`config.mk`:
```
export PLATFORM = sky130hd
export DESIGN_NAME = rv32i_memory
export DESIGN_NICKNAME = d
export VERILOG_FILES = /design/src/rtl/rv32i_memory.sv
export SDC_FILE = /design/constraint.sdc
export NUM_CORES = 1
export LEC_CHECK = 0
export ABC_AREA = 1
export ABC_CLOCK_PERIOD_IN_PS = 4900
export CORE_ASPECT_RATIO = 2
export CORE_UTILIZATION = 50
export DETAILED_ROUTE_END_ITERATION = 6
export GPL_ROUTABILITY_DRIVEN = 0
export MAX_ROUTING_LAYER = met4
export PLACE_DENSITY = 0.86
export SYNTH_ARGS = -nofsm -noshare
export SYNTH_HDL_FRONTEND = slang
export SYNTH_SLANG_ARGS = --single-unit
```
`constraint.sdc`:
```
create_clock -name clk -period 4.9 [get_ports clk]
set_clock_uncertainty 0.05 [all_clocks]
set_input_delay 1.47 -clock clk [delete_from_list [all_inputs] [get_ports clk]]
set_output_delay 1.47 -clock clk [all_outputs]
set_load 0.05 [all_outputs]
```
`src/rtl/rv32i_memory.sv`:
```
// -----------------------------------------------------------------------------
// rv32i_memory
//
// Memory-access pipeline stage that sits directly after execute. Non-memory
// instructions pass through with one cycle of latency. Loads and stores are
// issued as one outstanding request on a req/ack data bus; the stage holds the
// upstream pipeline until the access completes or times out. Load data is
// lane-selected and sign/zero extended before writeback.
//
// Parameters
//   TIMEOUT_CYCLES : BUS cycles without dmem_ack before abort (0 = never)
//   TMO_WIDTH      : timeout counter width, 2**TMO_WIDTH > TIMEOUT_CYCLES
//
// Optional build macro
//   MEM_MISALIGN_TRAP_EN : misaligned half/word accesses issue no bus request
//                          and pulse memory_misaligned with the faulting
//                          address on memory_wb_data. When undefined the port
//                          is absent and low address bits beyond lane select
//                          are ignored.
//
// Ports
//   clk, reset_n              clock (rising edge), async active-low reset
//   execute_*                 instruction presented by the execute stage
//   memory_flush              discard the stage contents
//   memory_stall              hold upstream stages (combinational)
//   dmem_req/we/addr/be/wdata registered bus request fields
//   dmem_ack, dmem_rdata      bus completion and read data
//   memory_valid/rd/reg_write registered writeback control
//   memory_wb_data            registered writeback data
//   memory_bus_error          one-cycle pulse on bus timeout
//   memory_misaligned         one-cycle misalignment pulse (optional)
// -----------------------------------------------------------------------------
module rv32i_memory #(
   parameter int unsigned TIMEOUT_CYCLES = 255,
   parameter int unsigned TMO_WIDTH      = 8
) (
   input  logic        clk,
   input  logic        reset_n,
   input  logic        execute_valid,
   input  logic        execute_load,
   input  logic        execute_store,
   input  logic [2:0]  execute_funct3,
   input  logic [4:0]  execute_rd,
   input  logic        execute_reg_write,
   input  logic [31:0] execute_alu_result,
   input  logic [31:0] execute_rs2_data,
   input  logic        memory_flush,
   output logic        memory_stall,
   output logic        dmem_req,
   output logic        dmem_we,
   output logic [31:0] dmem_addr,
   output logic [3:0]  dmem_be,
   output logic [31:0] dmem_wdata,
   input  logic        dmem_ack,
   input  logic [31:0] dmem_rdata,
   output logic        memory_valid,
   output logic [4:0]  memory_rd,
   output logic        memory_reg_write,
   output logic [31:0] memory_wb_data,
`ifdef MEM_MISALIGN_TRAP_EN
   output logic        memory_bus_error,
   output logic        memory_misaligned
`else
   output logic        memory_bus_error
`endif
);

   typedef enum logic {
      S_IDLE,
      S_BUS
   } state_t;

   localparam int unsigned TMO_LAST_INT = (TIMEOUT_CYCLES > 0) ? TIMEOUT_CYCLES - 1 : 0;
   localparam logic [TMO_WIDTH-1:0] TMO_LAST = TMO_WIDTH'(TMO_LAST_INT);

   // Lane select and sign/zero extension of returned load data.
   function automatic logic [31:0] load_format(input logic [2:0]  f3,
                                               input logic [1:0]  off,
                                               input logic [31:0] rdata);
      logic [7:0]  b;
      logic [15:0] h;
      b = rdata[{off, 3'b000} +: 8];
      h = off[1] ? rdata[31:16] : rdata[15:0];
      case (f3)
         3'b000:  load_format = {{24{b[7]}}, b};
         3'b001:  load_format = {{16{h[15]}}, h};
         3'b100:  load_format = {24'd0, b};
         3'b101:  load_format = {16'd0, h};
         default: load_format = rdata;   // 010 plus reserved 011/110/111
      endcase
   endfunction

   state_t                 state_q, state_d;
   logic                   req_q, req_d;
   logic                   we_q, we_d;
   logic [31:0]            addr_q, addr_d;
   logic [3:0]             be_q, be_d;
   logic [31:0]            wdata_q, wdata_d;
   logic [2:0]             funct3_q, funct3_d;
   logic [4:0]             pend_rd_q, pend_rd_d;
   logic                   pend_rw_q, pend_rw_d;
   logic                   flush_q, flush_d;
   logic [TMO_WIDTH-1:0]   tmo_q, tmo_d;
   logic                   valid_q, valid_d;
   logic [4:0]             wb_rd_q, wb_rd_d;
   logic                   wb_rw_q, wb_rw_d;
   logic [31:0]            wb_data_q, wb_data_d;
   logic                   err_q, err_d;
`ifdef MEM_MISALIGN_TRAP_EN
   logic                   mis_q, mis_d;
`endif

   logic                   mem_op;
   logic [1:0]             off;
   logic [1:0]             size;
   logic                   misaligned;
   logic                   tmo_hit;
   logic [3:0]             be_calc;
   logic [31:0]            wdata_calc;

   assign mem_op = execute_valid & (execute_load | execute_store);
   assign off    = execute_alu_result[1:0];
   // funct3[1:0]: 00 byte, 01 half, anything else is a word access.
   assign size   = execute_funct3[1:0];

`ifdef MEM_MISALIGN_TRAP_EN
   assign misaligned = mem_op & (((size == 2'b01) & off[0]) | (size[1] & (off != 2'b00)));
`else
   assign misaligned = 1'b0;
`endif

   assign tmo_hit = (TIMEOUT_CYCLES != 0) && (tmo_q == TMO_LAST);

   always_comb begin
      case (size)
         2'b00: begin
            be_calc    = 4'b0001 << off;
            wdata_calc = {4{execute_rs2_data[7:0]}};
         end
         2'b01: begin
            be_calc    = off[1] ? 4'b1100 : 4'b0011;
            wdata_calc = {2{execute_rs2_data[15:0]}};
         end
         default: begin
            be_calc    = 4'b1111;
            wdata_calc = execute_rs2_data;
         end
      endcase
   end

   always_comb begin
      // NOTE: every signal driven here gets a default first so no path leaves
      // it unassigned, which would otherwise infer a latch.
      state_d      = state_q;
      req_d        = req_q;
      we_d         = we_q;
      addr_d       = addr_q;
      be_d         = be_q;
      wdata_d      = wdata_q;
      funct3_d     = funct3_q;
      pend_rd_d    = pend_rd_q;
      pend_rw_d    = pend_rw_q;
      flush_d      = flush_q;
      tmo_d        = tmo_q;
      valid_d      = 1'b0;
      wb_rd_d      = wb_rd_q;
      wb_rw_d      = 1'b0;
      wb_data_d    = wb_data_q;
      err_d        = 1'b0;
`ifdef MEM_MISALIGN_TRAP_EN
      mis_d        = 1'b0;
`endif
      memory_stall = 1'b0;

      case (state_q)
         S_IDLE: begin
            if (memory_flush) begin
               // Flush wins over everything presented this cycle.
            end else if (misaligned) begin
`ifdef MEM_MISALIGN_TRAP_EN
               mis_d = 1'b1;
`endif
               wb_rd_d   = execute_rd;
               wb_data_d = execute_alu_result;
            end else if (mem_op) begin
               memory_stall = 1'b1;
               state_d      = S_BUS;
               req_d        = 1'b1;
               we_d         = execute_store;
               addr_d       = execute_alu_result;
               be_d         = be_calc;
               wdata_d      = wdata_calc;
               funct3_d     = execute_funct3;
               pend_rd_d    = execute_rd;
               pend_rw_d    = execute_load & execute_reg_write & (execute_rd != 5'd0);
               flush_d      = 1'b0;
               tmo_d        = '0;
            end else if (execute_valid) begin
               valid_d   = 1'b1;
               wb_rd_d   = execute_rd;
               wb_rw_d   = execute_reg_write & (execute_rd != 5'd0);
               wb_data_d = execute_alu_result;
            end
         end

         S_BUS: begin
            if (dmem_ack) begin
               // Ack beats a timeout reached in the same cycle.
               state_d   = S_IDLE;
               req_d     = 1'b0;
               valid_d   = ~(flush_q | memory_flush);
               wb_rd_d   = pend_rd_q;
               wb_rw_d   = pend_rw_q & ~(flush_q | memory_flush);
               wb_data_d = we_q ? addr_q : load_format(funct3_q, addr_q[1:0], dmem_rdata);
               flush_d   = 1'b0;
               tmo_d     = '0;
            end else if (tmo_hit) begin
               // Abort: stall is released so the faulting op leaves execute.
               state_d = S_IDLE;
               req_d   = 1'b0;
               err_d   = 1'b1;
               flush_d = 1'b0;
               tmo_d   = '0;
            end else begin
               memory_stall = 1'b1;
               tmo_d        = tmo_q + TMO_WIDTH'(1);
               flush_d      = flush_q | memory_flush;
            end
         end

         default: state_d = S_IDLE;
      endcase
   end

   always_ff @(posedge clk or negedge reset_n) begin
      if (!reset_n) begin
         state_q   <= S_IDLE;
         req_q     <= 1'b0;
         we_q      <= 1'b0;
         addr_q    <= '0;
         be_q      <= '0;
         wdata_q   <= '0;
         funct3_q  <= '0;
         pend_rd_q <= '0;
         pend_rw_q <= 1'b0;
         flush_q   <= 1'b0;
         tmo_q     <= '0;
         valid_q   <= 1'b0;
         wb_rd_q   <= '0;
         wb_rw_q   <= 1'b0;
         wb_data_q <= '0;
         err_q     <= 1'b0;
`ifdef MEM_MISALIGN_TRAP_EN
         mis_q     <= 1'b0;
`endif
      end else begin
         // NOTE: non-blocking assignments so every flop samples the values
         // from before this edge, independent of statement order.
         state_q   <= state_d;
         req_q     <= req_d;
         we_q      <= we_d;
         addr_q    <= addr_d;
         be_q      <= be_d;
         wdata_q   <= wdata_d;
         funct3_q  <= funct3_d;
         pend_rd_q <= pend_rd_d;
         pend_rw_q <= pend_rw_d;
         flush_q   <= flush_d;
         tmo_q     <= tmo_d;
         valid_q   <= valid_d;
         wb_rd_q   <= wb_rd_d;
         wb_rw_q   <= wb_rw_d;
         wb_data_q <= wb_data_d;
         err_q     <= err_d;
`ifdef MEM_MISALIGN_TRAP_EN
         mis_q     <= mis_d;
`endif
      end
   end

   assign dmem_req          = req_q;
   assign dmem_we           = we_q;
   assign dmem_addr         = {addr_q[31:2], 2'b00};
   assign dmem_be           = be_q;
   assign dmem_wdata        = wdata_q;
   assign memory_valid      = valid_q;
   assign memory_rd         = wb_rd_q;
   assign memory_reg_write  = wb_rw_q;
   assign memory_wb_data    = wb_data_q;
   assign memory_bus_error  = err_q;
`ifdef MEM_MISALIGN_TRAP_EN
   assign memory_misaligned = mis_q;
`endif

endmodule

```
# --- Yosys cells after proc, flatten, opt, wreduce, memory -nomap -nowiden ---
# Cells that the tools add are included.
classes:
  eq_ne: 11
  mux: 49
  addsub: 1
  n_reduce_logical: 7
  bitwise: 10
  shifts: 2
ops:
  columns: ["op", "count"]
  rows:
  - ["$mux W32", 5]
  - ["$pmux W32 S2", 2]
  - ["$pmux W32 S4", 1]
  - ["$mux W8", 4]
  - ["$shiftx A32 B6 Y8", 1]
  - ["$mux W1", 23]
  - ["$mux W5", 4]
  - ["$mux W16", 1]
  - ["$pmux W8 S2", 1]
  - ["$ne A2 B2 Y1 const B", 5]
  - ["$pmux W1 S2", 5]
  - ["$pmux W5 S2", 1]
  - ["$add A8 B1 Y8 const B", 1]
  - ["$eq A8 B8 Y1 const B", 1]
  - ["$pmux W4 S2", 1]
  - ["$eq A3 B3 Y1 const B", 2]
  - ["$reduce_and A3 Y1", 2]
  - ["$and A1 B1 Y1", 5]
  - ["$reduce_bool A5 Y1", 1]
  - ["$mux W4", 1]
  - ["$reduce_and A4 Y1", 1]
  - ["$shl A1 B2 Y4 const A", 1]
  - ["$eq A3 B1 Y1 const B", 1]
  - ["$logic_not A3 Y1", 1]
  - ["other kinds (6)", 9]
totals:
  out_inout_bits: 111
  in_bits: 112
  elab_cells: 96
  register_bits: 129

# --- Longest topological paths before layout ---
# Gate-level depths: netlist (run 1).
depth:
  word_depth: 6
  depth_mapped: 11
  ltp_nobuf: 9

# --- Least setup slack after synthesis (run 1) ---
# OpenSTA, ideal clock, no wires.
synth_path:
  path_type: "input port to output port"
  startpoint: "in execute_store"
  endpoint: "out memory_stall"
  path_slack_ps: 897
  t_arrival_ps: 2483
  path_stages: 6
  path_cell_list: "nor2_1 nor2_1 nand2_1 buf_2 buf_2 nand2_1"
synth_via:
  elab_chain_len: 5
synth_lines:
  columns: ["item", "line", "text"]
  rows:
  - ["start, declared", "41", "input logic execute_store,"]
  - ["$or A1 B1 Y1", "121", "assign mem_op = execute_valid & (execute_load | execute_store);"]
  - ["$and A1 B1 Y1", "121", null]
  - ["$mux W1", "185", "end else if (mem_op) begin"]
  - ["$mux W1", "177", "if (memory_flush) begin"]
  - ["$pmux W1 S2", "175", "case (state_q)"]
  - ["end, declared", "48", "output logic memory_stall,"]
# No other way between the ends.

# --- Worst setup path in the final report (run 1) ---
layout_path:
  startpoint: "in memory_flush"
  endpoint: "out memory_stall"
layout_via:
  elab_chain_len: 2
layout_lines:
  columns: ["item", "line", "text"]
  rows:
  - ["start, declared", "47", "input logic memory_flush,"]
  - ["$mux W1", "177", null]
  - ["$pmux W1 S2", "175", null]
# No other way between the ends.

==> results.py, run 1 <==
metrics = {
    "setup_path": {
        "cp-start-kind": "primary input",
        "crit_start": "memory_flush",
        "r2r_start": "state_q",
        "critPathRequiredTime_ns": 3.38,
        "cp_top_family": "buffers and inverters",
        "cp-end-kind": "output pin",
        "path_class": "primary input to output pin",
        "path_depth": 5,
        "crit_end": "memory_stall",
        "reg2reg_to": "dmem_be[3]",
        "critPathMaxFanout": 4,
        "worst-r2r-setup-slack_ns": 2.62,
        "cp_slowest_cell": "clkdlybuf4s50_1",
        "path_cells": "clkdlybuf4s50_1 -> nor2_1 -> nand2_4 -> nand2_1 -> buf_12",
        "crit_arrival_ns": 2.60,
        "max_stage_delay_ns": 0.46,
        "worstRegToRegCells": 6,
        "path_buf_inv": 2,
    },
    "drt": {
        "drt-total-wl_um": 21600,
        "viasPerCell": 5.54,
        "vias": 7049,
        "route.detailed.drc": 11,
        "first_iter_violations": 512,
        "first_pass_iters": 7,
        "final_antenna_net_count": 0,
        "wire_per_inst_um": 17.0,
    },
    "floorplanning": {
        "ioPinCount": 223,
        "rows": 60,
        "start_util_pct": 51.1,
        "die_area_um2": 14200,
        "die_h_um": 168,
        "core-area_um2": 13400,
        "fp.dieW_um": 84.9,
    },
    "timing": {
        "maxSlewViolCount": 0,
        "hold_violations": 0,
        "rsz0062_at_grt": "false",
        "max_freq_ghz": 0.243,
        "finalSetupTns_ns": 0,
        "slew_headroom_pct": 39.7,
        "post-route-period-util_pct": 84.0,
        "post-route-min-period_ns": 4.12,
        "timing.hold.ws_ns": 0.428,
        "worstMarginPinSlew_ns": 0.904,
        "final-setup-viol-count": 0,
    },
    "synth": {
        "yosys_warnings": 0,
        "dominantRegCellSynth": "dfrtp_1",
        "synth_edf_count": 0,
        "async_flop_share_pct": 100,
        "yosys_register_bits": 129,
        "avgSynthCellArea_um2": 7.30,
        "synth_cells": 941,
        "yosysSeqAreaShare_pct": 47.0,
        "syn_area_um2": 6870,
        "synth.distinct_cells": 34,
    },
    "global_routing": {
        "first_global_vias": 6942,
        "grt_remaining_overflow": 0,
        "grt_max_degree": 92,
        "grt_pass1_wl_um": 33800,
        "antenna_found_initial": 0,
        "grt_use_total_pct": 31.6,
    },
    "clocking": {
        "root_buffer": "clkbuf_16",
        "clock_path_buffers": 2,
        "cts_hold_buf": 0,
        "cts_resized": 0,
        "cts_setup_buffers": 0,
        "cts_tree": "yes",
        "ctsHtreeMaxLevel": 4,
        "clk_latency_ns": 0.41,
        "path_clk_slew_ns": 0.06,
        "cts_buffers": 17,
        "cts.sinks": 129,
    },
    "placement": {
        "dpl.hpwl_um": 15100,
        "placedCellCount": 1242,
        "io_buffer_count": 220,
    },
    "status": {
        "violations": "design-rule violations",
        "status": "finished with violations",
    },
    "pwr": {
        "power_mw": 4.92,
        "vdd_drop_max_mv": 0.310,
        "p_leak_nw": 4.50,
        "power_density_nw_per_um2": 519,
    },
    "run": {
        "cap_violations": 0,
    },
    "cells_and_area": {
        "diodes": 0,
        "final_cells": 1273,
        "final_nets": 1220,
        "syn2layout_area_growth_pct": 37.9,
        "final_core_util_pct": 70.5,
        "layout-drive-gt1-share_pct": 5.19,
    },
    "hold_path": {
        "hold_class": "flop to flop",
    },
}
==> report_power, final <==
group | switching, mW | leakage (nW) | internal (mW) | total (mW)
Combinational | 1.42 | 2.64 | 0.690 | 2.11
Sequential | 0.198 | 1.57 | 1.32 | 1.51
Clock | 0.476 | 0.290 | 0.814 | 1.29
Total | 2.10 | 4.50 | 2.82 | 4.92
==> flip-flops by register name, summed over array words and instances, names as in the netlist, 3 cells and up <==
signal / cells
dmem_be: 4
pend_rd_q: 5
dmem_wdata: 32
addr_q: 32
tmo_q: 8
memory_wb_data: 32
memory_rd: 5
funct3_q: 3
==> synth_stat cells (2+ instances only) <==
cell type  number  area [µm²]
buf_1           3        11.3
a21oi_1       119         596
o21ai_0        62         310
nor2_1         94         353
inv_2           5        18.8
buf_6           2        22.5
ha_1            2        25.0
nand3_1        48         240
clkbuf_1       18        67.6
nand2_1       310        1160
nor3_1          5        25.0
nand4_1         3        18.8
a31oi_1         5        31.3
dfrtp_1       129        3230
inv_1          49         184
a21o_1          5        37.5
buf_4          33         248
o21ai_1         2        10.0
nand2_2         4        25.0
buf_2          29         145
==> worst min-delay path by stage <==
| stage | from | to | cells past startpoint |
|---|---|---|---|
| after global placement | memory_wb_data[3] | memory_wb_data[3] | 2 |
| final | dmem_wdata[1] | dmem_wdata[1] | 2 |
| after detailed placement | dmem_wdata[17] | dmem_wdata[17] | 2 |
| after CTS | dmem_wdata[1] | dmem_wdata[1] | 2 |
| after global routing | dmem_wdata[1] | dmem_wdata[1] | 2 |
| after floorplan | pend_rd_q[4] | pend_rd_q[4] | 2 |
==> per-stage QoR <==
stage	setup WS (ns)	area [µm²]
4_1_cts	0.780	9470
3_5_place_dp	0.783	8870
6_report	0.782	9470
5_1_grt	0.691	9470
2_1_floorplan	0.897	6870
3_3_place_gp	0.802	8870
==> layout make-up <==
type | count | area (µm²)
clock buffers | 19 | 443
clock inverters | 12 | 159
fillers | 1051 | 3970
inverters | 55 | 206
multi-input cells | 673 | 2950
flip-flops and latches | 129 | 3230
well taps | 155 | 194
repair buffers | 230 | 2290
==> cells by family (layout without fill, tap and decap cells) <==
family	count (synthesis)	count (layout)	synth area share [%]
AO/OA/AOI/OAI	199	199	15.0
adder cells (fa/ha/maj)	2	2	0.364
buffers and inverters	140	316	10.2
flip-flops	129	129	47.0
other	1	2	0.0546
AND/OR/NAND/NOR	470	470	27.3
==> metal layers <==
layer,wire [µm],global-route usage [%],up-vias,part of all wire (%)
met5,0,-,-,0
met3,1220,5.47,100,5.6
met1,7730,33.4,3267,36
met2,11300,54.3,367,52
met4,1340,19.7,0,6.2
li1,-,-,3315,-
==> cell usage in the layout, fill, tap and decap left out, types with 3 or more instances in the layout <==
cell / count
clkinv_4: 3
a21o_1: 5
buf_4: 10
a31oi_1: 5
bufinv_16: 3
o21ai_0: 62
inv_1: 48
a21oi_1: 119
dfrtp_1: 129
nand3_1: 48
nor2_1: 94
nor3_1: 5
nand4_1: 3
clkdlybuf4s50_1: 218
inv_2: 6
clkbuf_16: 17
nand2_1: 309
nand2_2: 4
==> tightest hold or removal path, cell delays in order (launching register included) <==
cell	delay (ns)
dfrtp_1	0.34
nand2_1	0.05
nand2_1	0.06
(Power assumes the default switching activity.)
==> inputs of run 2 (changes only) <==
- ABC_CLOCK_PERIOD_IN_PS: 4900 -> 4300
- CORE_UTILIZATION: 50 -> 47
- PLACE_DENSITY: 0.86 -> 0.81
- clock period: 4.9 -> 4.3 ns (I/O delays scaled with it)
==> run 2 against run 1 <==
Compared with the run above:
- the flow now finishes without violations
- register-to-register slack lost 0.72 ns
- first-iteration DRC count shrank 3.3%
- core utilization shrank 3.2 points
- critical path type unchanged
- clock-buffer cell count grew 1
- largest cell class unchanged
==> results.py, run 2 (same netlist as run 1, synthesis figures left out) <==
metrics = {
    "placement": {
        "dpl.hpwl_um": 15400,
        "placed_area_um2": 8910,
        "pre_cts_ws_ns": 0.548,
        "io_buffer_count": 220,
    },
    "drt": {
        "wl_met2_um": 11500,
        "vias": 6958,
        "met3_length_um": 1470,
        "drt-total-wl_um": 22000,
        "route.detailed.drc": 0,
        "wl_met1_um": 7580,
        "first_pass_iters": 7,
        "first_iter_violations": 495,
        "wire_per_inst_um": 16.7,
        "final_antenna_net_count": 0,
        "highest_layer": "met4",
        "viasPerCell": 5.30,
    },
    "global_routing": {
        "grt_max_degree": 114,
        "grt_remaining_overflow": 0,
        "grt_use_total_pct": 30.9,
        "grt_pass1_wl_um": 34700,
        "first_global_vias": 7068,
        "antenna_found_initial": 1,
    },
    "clocking": {
        "cts_hold_buf": 0,
        "ctsHtreeMaxLevel": 4,
        "clock_path_buffers": 2,
        "cts_tree": "yes",
        "cts_buffers": 17,
        "cts.sinks": 129,
        "path_clk_slew_ns": 0.06,
        "root_buffer": "clkbuf_16",
        "cts_setup_buffers": 0,
        "cts_resized": 0,
        "clk_latency_ns": 0.41,
    },
    "timing": {
        "max_freq_ghz": 0.265,
        "worstMarginPinSlew_ns": 1.06,
        "finalSetupTns_ns": 0,
        "setup_ws_ns": 0.533,
        "hold_violations": 0,
        "final-setup-viol-count": 0,
        "post-route-min-period_ns": 3.77,
        "rsz0062_at_grt": "false",
        "post-route-period-util_pct": 87.6,
        "maxSlewViolCount": 0,
        "slew_headroom_pct": 29.6,
    },
    "cells_and_area": {
        "fillCellCount": 1255,
        "layout-drive-gt1-share_pct": 5.18,
        "mostFrequentLayoutCells": "nand2_1 (309), clkdlybuf4s50_1 (218), dfrtp_1 (129)",
        "mostFrequentLayoutCell": "nand2_1",
        "final_nets": 1220,
        "multi_input_area_um2": 2950,
        "design_area_um2": 9590,
        "seqCellArea_um2": 3230,
        "syn2layout_area_growth_pct": 39.7,
    },
    "setup_path": {
        "cp-start-kind": "primary input",
        "cp_top_family": "buffers and inverters",
        "path_class": "primary input to output pin",
        "path_buf_inv": 2,
        "cp-end-kind": "output pin",
        "max_stage_delay_ns": 0.52,
        "crit_arrival_ns": 2.43,
        "cp_slowest_cell": "clkdlybuf4s50_1",
        "path_cells": "clkdlybuf4s50_1 -> nor2_1 -> nor2_1 -> nand2_4 -> nand2_1 -> buf_12",
        "critPathMaxFanout": 3,
        "cpMostUsedCell": "nor2_1",
        "critPathRequiredTime_ns": 2.96,
    },
    "floorplanning": {
        "core-area_um2": 14300,
        "die_area_um2": 15100,
        "ioPinCount": 223,
        "rows": 62,
        "fp.dieW_um": 87.5,
        "die_h_um": 173,
        "start_util_pct": 48.1,
    },
    "pwr": {
        "vdd_drop_max_mv": 0.371,
        "power_mw": 5.80,
        "power_density_nw_per_um2": 605,
        "p_leak_nw": 4.54,
    },
    "status": {
        "status": "finished clean",
    },
    "run": {
        "cap_violations": 0,
    },
    "hold_path": {
        "hold_class": "flop to flop",
    },
}
## run 2: cell types whose count changed in the layout (fill, tap and decap cells not counted), sizes merged
cell	before	now
bufinv	3	6
inv	56	54
clkbuf	19	20
clkinvlp	2	1
diode	0	1
## run 2: worst min-delay path, stage by stage, from the launching register on
cell and delay [ns]:
dfrtp_1 0.35, nand2_1 0.05, nand2_1 0.05
## run 2: final timing paths
path / cells past startpoint / slack [ns] / to / start
max in group asynchronous: 2 / 2.41 / memory_wb_data[26] / reset_n
max: 6 / 0.53 / memory_stall / execute_store
min reg2reg: 2 / 0.43 / dmem_req / dmem_req
min: 2 / 0.43 / dmem_req / dmem_req
max reg2reg: 6 / 1.90 / memory_wb_data[9] / state_q
min in group asynchronous: 1 / 0.97 / addr_q[10] / reset_n
## run 2: routing by layer
metal	global-route usage, %	up-vias
met5	-	-
met4	19.3	0
met3	5.68	82
met2	52.1	340
met1	32.2	3211
li1	-	3325
## run 2: area by class of cell
type,instances,area share [%]
flip-flops and latches,129,33.7
multi-input cells,673,30.7
repair buffers,230,23.9
clock buffers,20,4.66
well taps,192,2.50
clock inverters,12,2.41
inverters,55,2.15
diodes,1,0.0261
## run 2: power by group
| part | total [mW] | internal (mW) | leakage [nW] | switching [mW] |
|---|---|---|---|---|
| registers | 1.72 | 1.50 | 1.57 | 0.218 |
| logic | 2.41 | 0.785 | 2.64 | 1.62 |
| clock network | 1.68 | 1.11 | 0.325 | 0.568 |
## run 2: per-stage QoR
| stage | instances | hold WS (ns) | util (%) |
|---|---|---|---|
| floorplan | 942 | 0.399 | - |
| global placement | 1279 | 0.413 | 62.4 |
| detailed placement | 1279 | 0.416 | 62.4 |
| CTS | 1311 | 0.433 | 67.2 |
| global route | 1312 | 0.442 | 67.2 |
| finish | 1312 | 0.428 | 67.2 |
==> inputs of run 3 (changes only) <==
- CAP_MARGIN: default -> 20
==> run 3 against run 2 <==
Compared with the run above:
- the run now ends with design-rule violations left
- clock power is essentially flat
- sequential power hardly changed
- wire length about the same
- sequential share of layout area is 0.096 points lower
- total power hardly changed
- worst hold slack lost 0.0025 ns
- fmax about the same
- core utilization grew 0.19 points
- worst setup slack got worse by 0.0017 ns
- register-to-register slack about the same
==> results.py, run 3 (same netlist as run 1, synthesis figures left out) <==
metrics = {
    "timing": {
        "maxSlewViolCount": 0,
        "finalSetupTns_ns": 0,
        "rsz0062_at_grt": "false",
        "final-setup-viol-count": 0,
        "worstMarginPinSlew_ns": 0.951,
        "slew_headroom_pct": 36.6,
        "timing.hold.ws_ns": 0.426,
        "hold_violations": 0,
        "post-route-period-util_pct": 87.6,
        "post-route-min-period_ns": 3.77,
        "max_freq_ghz": 0.265,
    },
    "clocking": {
        "cts.sinks": 129,
        "ctsHtreeMaxLevel": 4,
        "root_buffer": "clkbuf_16",
        "path_clk_slew_ns": 0.06,
        "cts_setup_buffers": 0,
        "cts_hold_buf": 0,
        "clk_latency_ns": 0.41,
        "cts_resized": 0,
        "cts_buffers": 17,
        "cts_tree": "yes",
        "clock_path_buffers": 2,
    },
    "setup_path": {
        "cpMostUsedCell": "nor2_1",
        "max_stage_delay_ns": 0.52,
        "cp-start-kind": "primary input",
        "critPathMaxFanout": 3,
        "worst-r2r-setup-slack_ns": 1.91,
        "critPathRequiredTime_ns": 2.96,
        "path_cells": "clkdlybuf4s50_1 -> nor2_1 -> nor2_1 -> nand2_4 -> nand2_1 -> buf_12",
        "worstRegToRegCells": 6,
        "path_class": "primary input to output pin",
        "path_buf_inv": 2,
        "r2r_start": "state_q",
        "crit_arrival_ns": 2.43,
        "cp_slowest_cell": "clkdlybuf4s50_1",
        "cp-end-kind": "output pin",
        "reg2reg_to": "memory_wb_data[9]",
        "cp_top_family": "buffers and inverters",
    },
    "placement": {
        "io_buffer_count": 220,
        "dpl.hpwl_um": 15400,
    },
    "cells_and_area": {
        "mostFrequentLayoutCells": "nand2_1 (309), clkdlybuf4s50_1 (218), dfrtp_1 (129)",
        "final_nets": 1221,
        "fillCellCount": 1251,
        "mostFrequentLayoutCell": "nand2_1",
        "final_core_util_pct": 67.4,
        "syn2layout_area_growth_pct": 40.1,
        "layout-drive-gt1-share_pct": 5.27,
    },
    "global_routing": {
        "grt_remaining_overflow": 0,
        "grt_pass1_wl_um": 34700,
        "grt_use_total_pct": 30.9,
        "antenna_found_initial": 1,
        "first_global_vias": 7068,
        "grt_max_degree": 114,
    },
    "drt": {
        "route.detailed.drc": 1,
        "first_pass_iters": 7,
        "wire_per_inst_um": 16.7,
        "final_antenna_net_count": 0,
        "first_iter_violations": 552,
        "viasPerCell": 5.28,
        "drt-total-wl_um": 22000,
        "vias": 6934,
    },
    "floorplanning": {
        "die_h_um": 173,
        "ioPinCount": 223,
        "start_util_pct": 48.1,
        "fp.dieW_um": 87.5,
        "rows": 62,
        "die_area_um2": 15100,
        "core-area_um2": 14300,
    },
    "run": {
        "cap_violations": 0,
    },
    "hold_path": {
        "hold_class": "flop to flop",
        "hold_start": "dmem_req",
        "whs_endpoint": "dmem_req",
        "whs_path_depth": 2,
    },
    "pwr": {
        "vdd_drop_max_mv": 0.374,
        "power_density_nw_per_um2": 603,
        "p_leak_nw": 4.55,
    },
    "status": {
        "status": "finished with violations",
        "violations": "design-rule violations",
    },
}
[run 3: worst max-delay path by stage]
stage | start | end | cells after the start
2_1_floorplan | execute_store | memory_stall | 6
3_3_place_gp | execute_store | memory_stall | 6
5_1_grt | execute_store | memory_stall | 6
6_report | execute_store | memory_stall | 6
3_5_place_dp | execute_store | memory_stall | 6
4_1_cts | execute_store | memory_stall | 6
[run 3: cell type report]
| class | count | area, µm² | area share [%] |
|---|---|---|---|
| antenna | 1 | 2.50 | 0.0260 |
| clock buffer | 20 | 447 | 4.64 |
| clock inverter | 12 | 231 | 2.41 |
| inverter | 55 | 206 | 2.15 |
| multi-input combinational | 673 | 2950 | 30.7 |
| sequential | 129 | 3230 | 33.6 |
| tap | 192 | 240 | 2.50 |
| timing repair buffer | 231 | 2320 | 24.1 |
[run 3: worst reg2reg max path, delay by kind of cell, from the launching register on]
kind / cells / cell delay (ns)
buf+inv: 1 / 0.62
simple gates: 3 / 0.66
flops: 1 / 0.67
compound gates: 2 / 0.31
[run 3: power breakdown]
| part | total, mW | leakage [nW] | internal [mW] | switching [mW] |
|---|---|---|---|---|
| clock | 1.67 | 0.325 | 1.11 | 0.566 |
| sequential | 1.72 | 1.57 | 1.50 | 0.217 |
| combinational | 2.41 | 2.66 | 0.788 | 1.62 |
| total | 5.80 | 4.55 | 3.40 | 2.41 |
[run 3: per-layer routing]
layer | global-route usage [%] | routed length, µm | vias up
li1 | - | - | 3317
met1 | 32.2 | 7680 | 3227
met2 | 52.1 | 11600 | 312
met3 | 5.68 | 1320 | 78
met4 | 19.3 | 1420 | 0
met5 | - | 0 | -
[run 3: through the flow]
stage / power [mW] / cell area [µm²] / setup slack [ns] / std cells
2_1_floorplan: 3.34 / 6870 / 0.657 / 942
3_5_place_dp: 4.13 / 8910 / 0.548 / 1279
5_1_grt: 6.06 / 9620 / 0.483 / 1313
3_3_place_gp: 4.10 / 8910 / 0.542 / 1279
4_1_cts: 5.82 / 9590 / 0.527 / 1311
6_report: 5.80 / 9620 / 0.531 / 1313
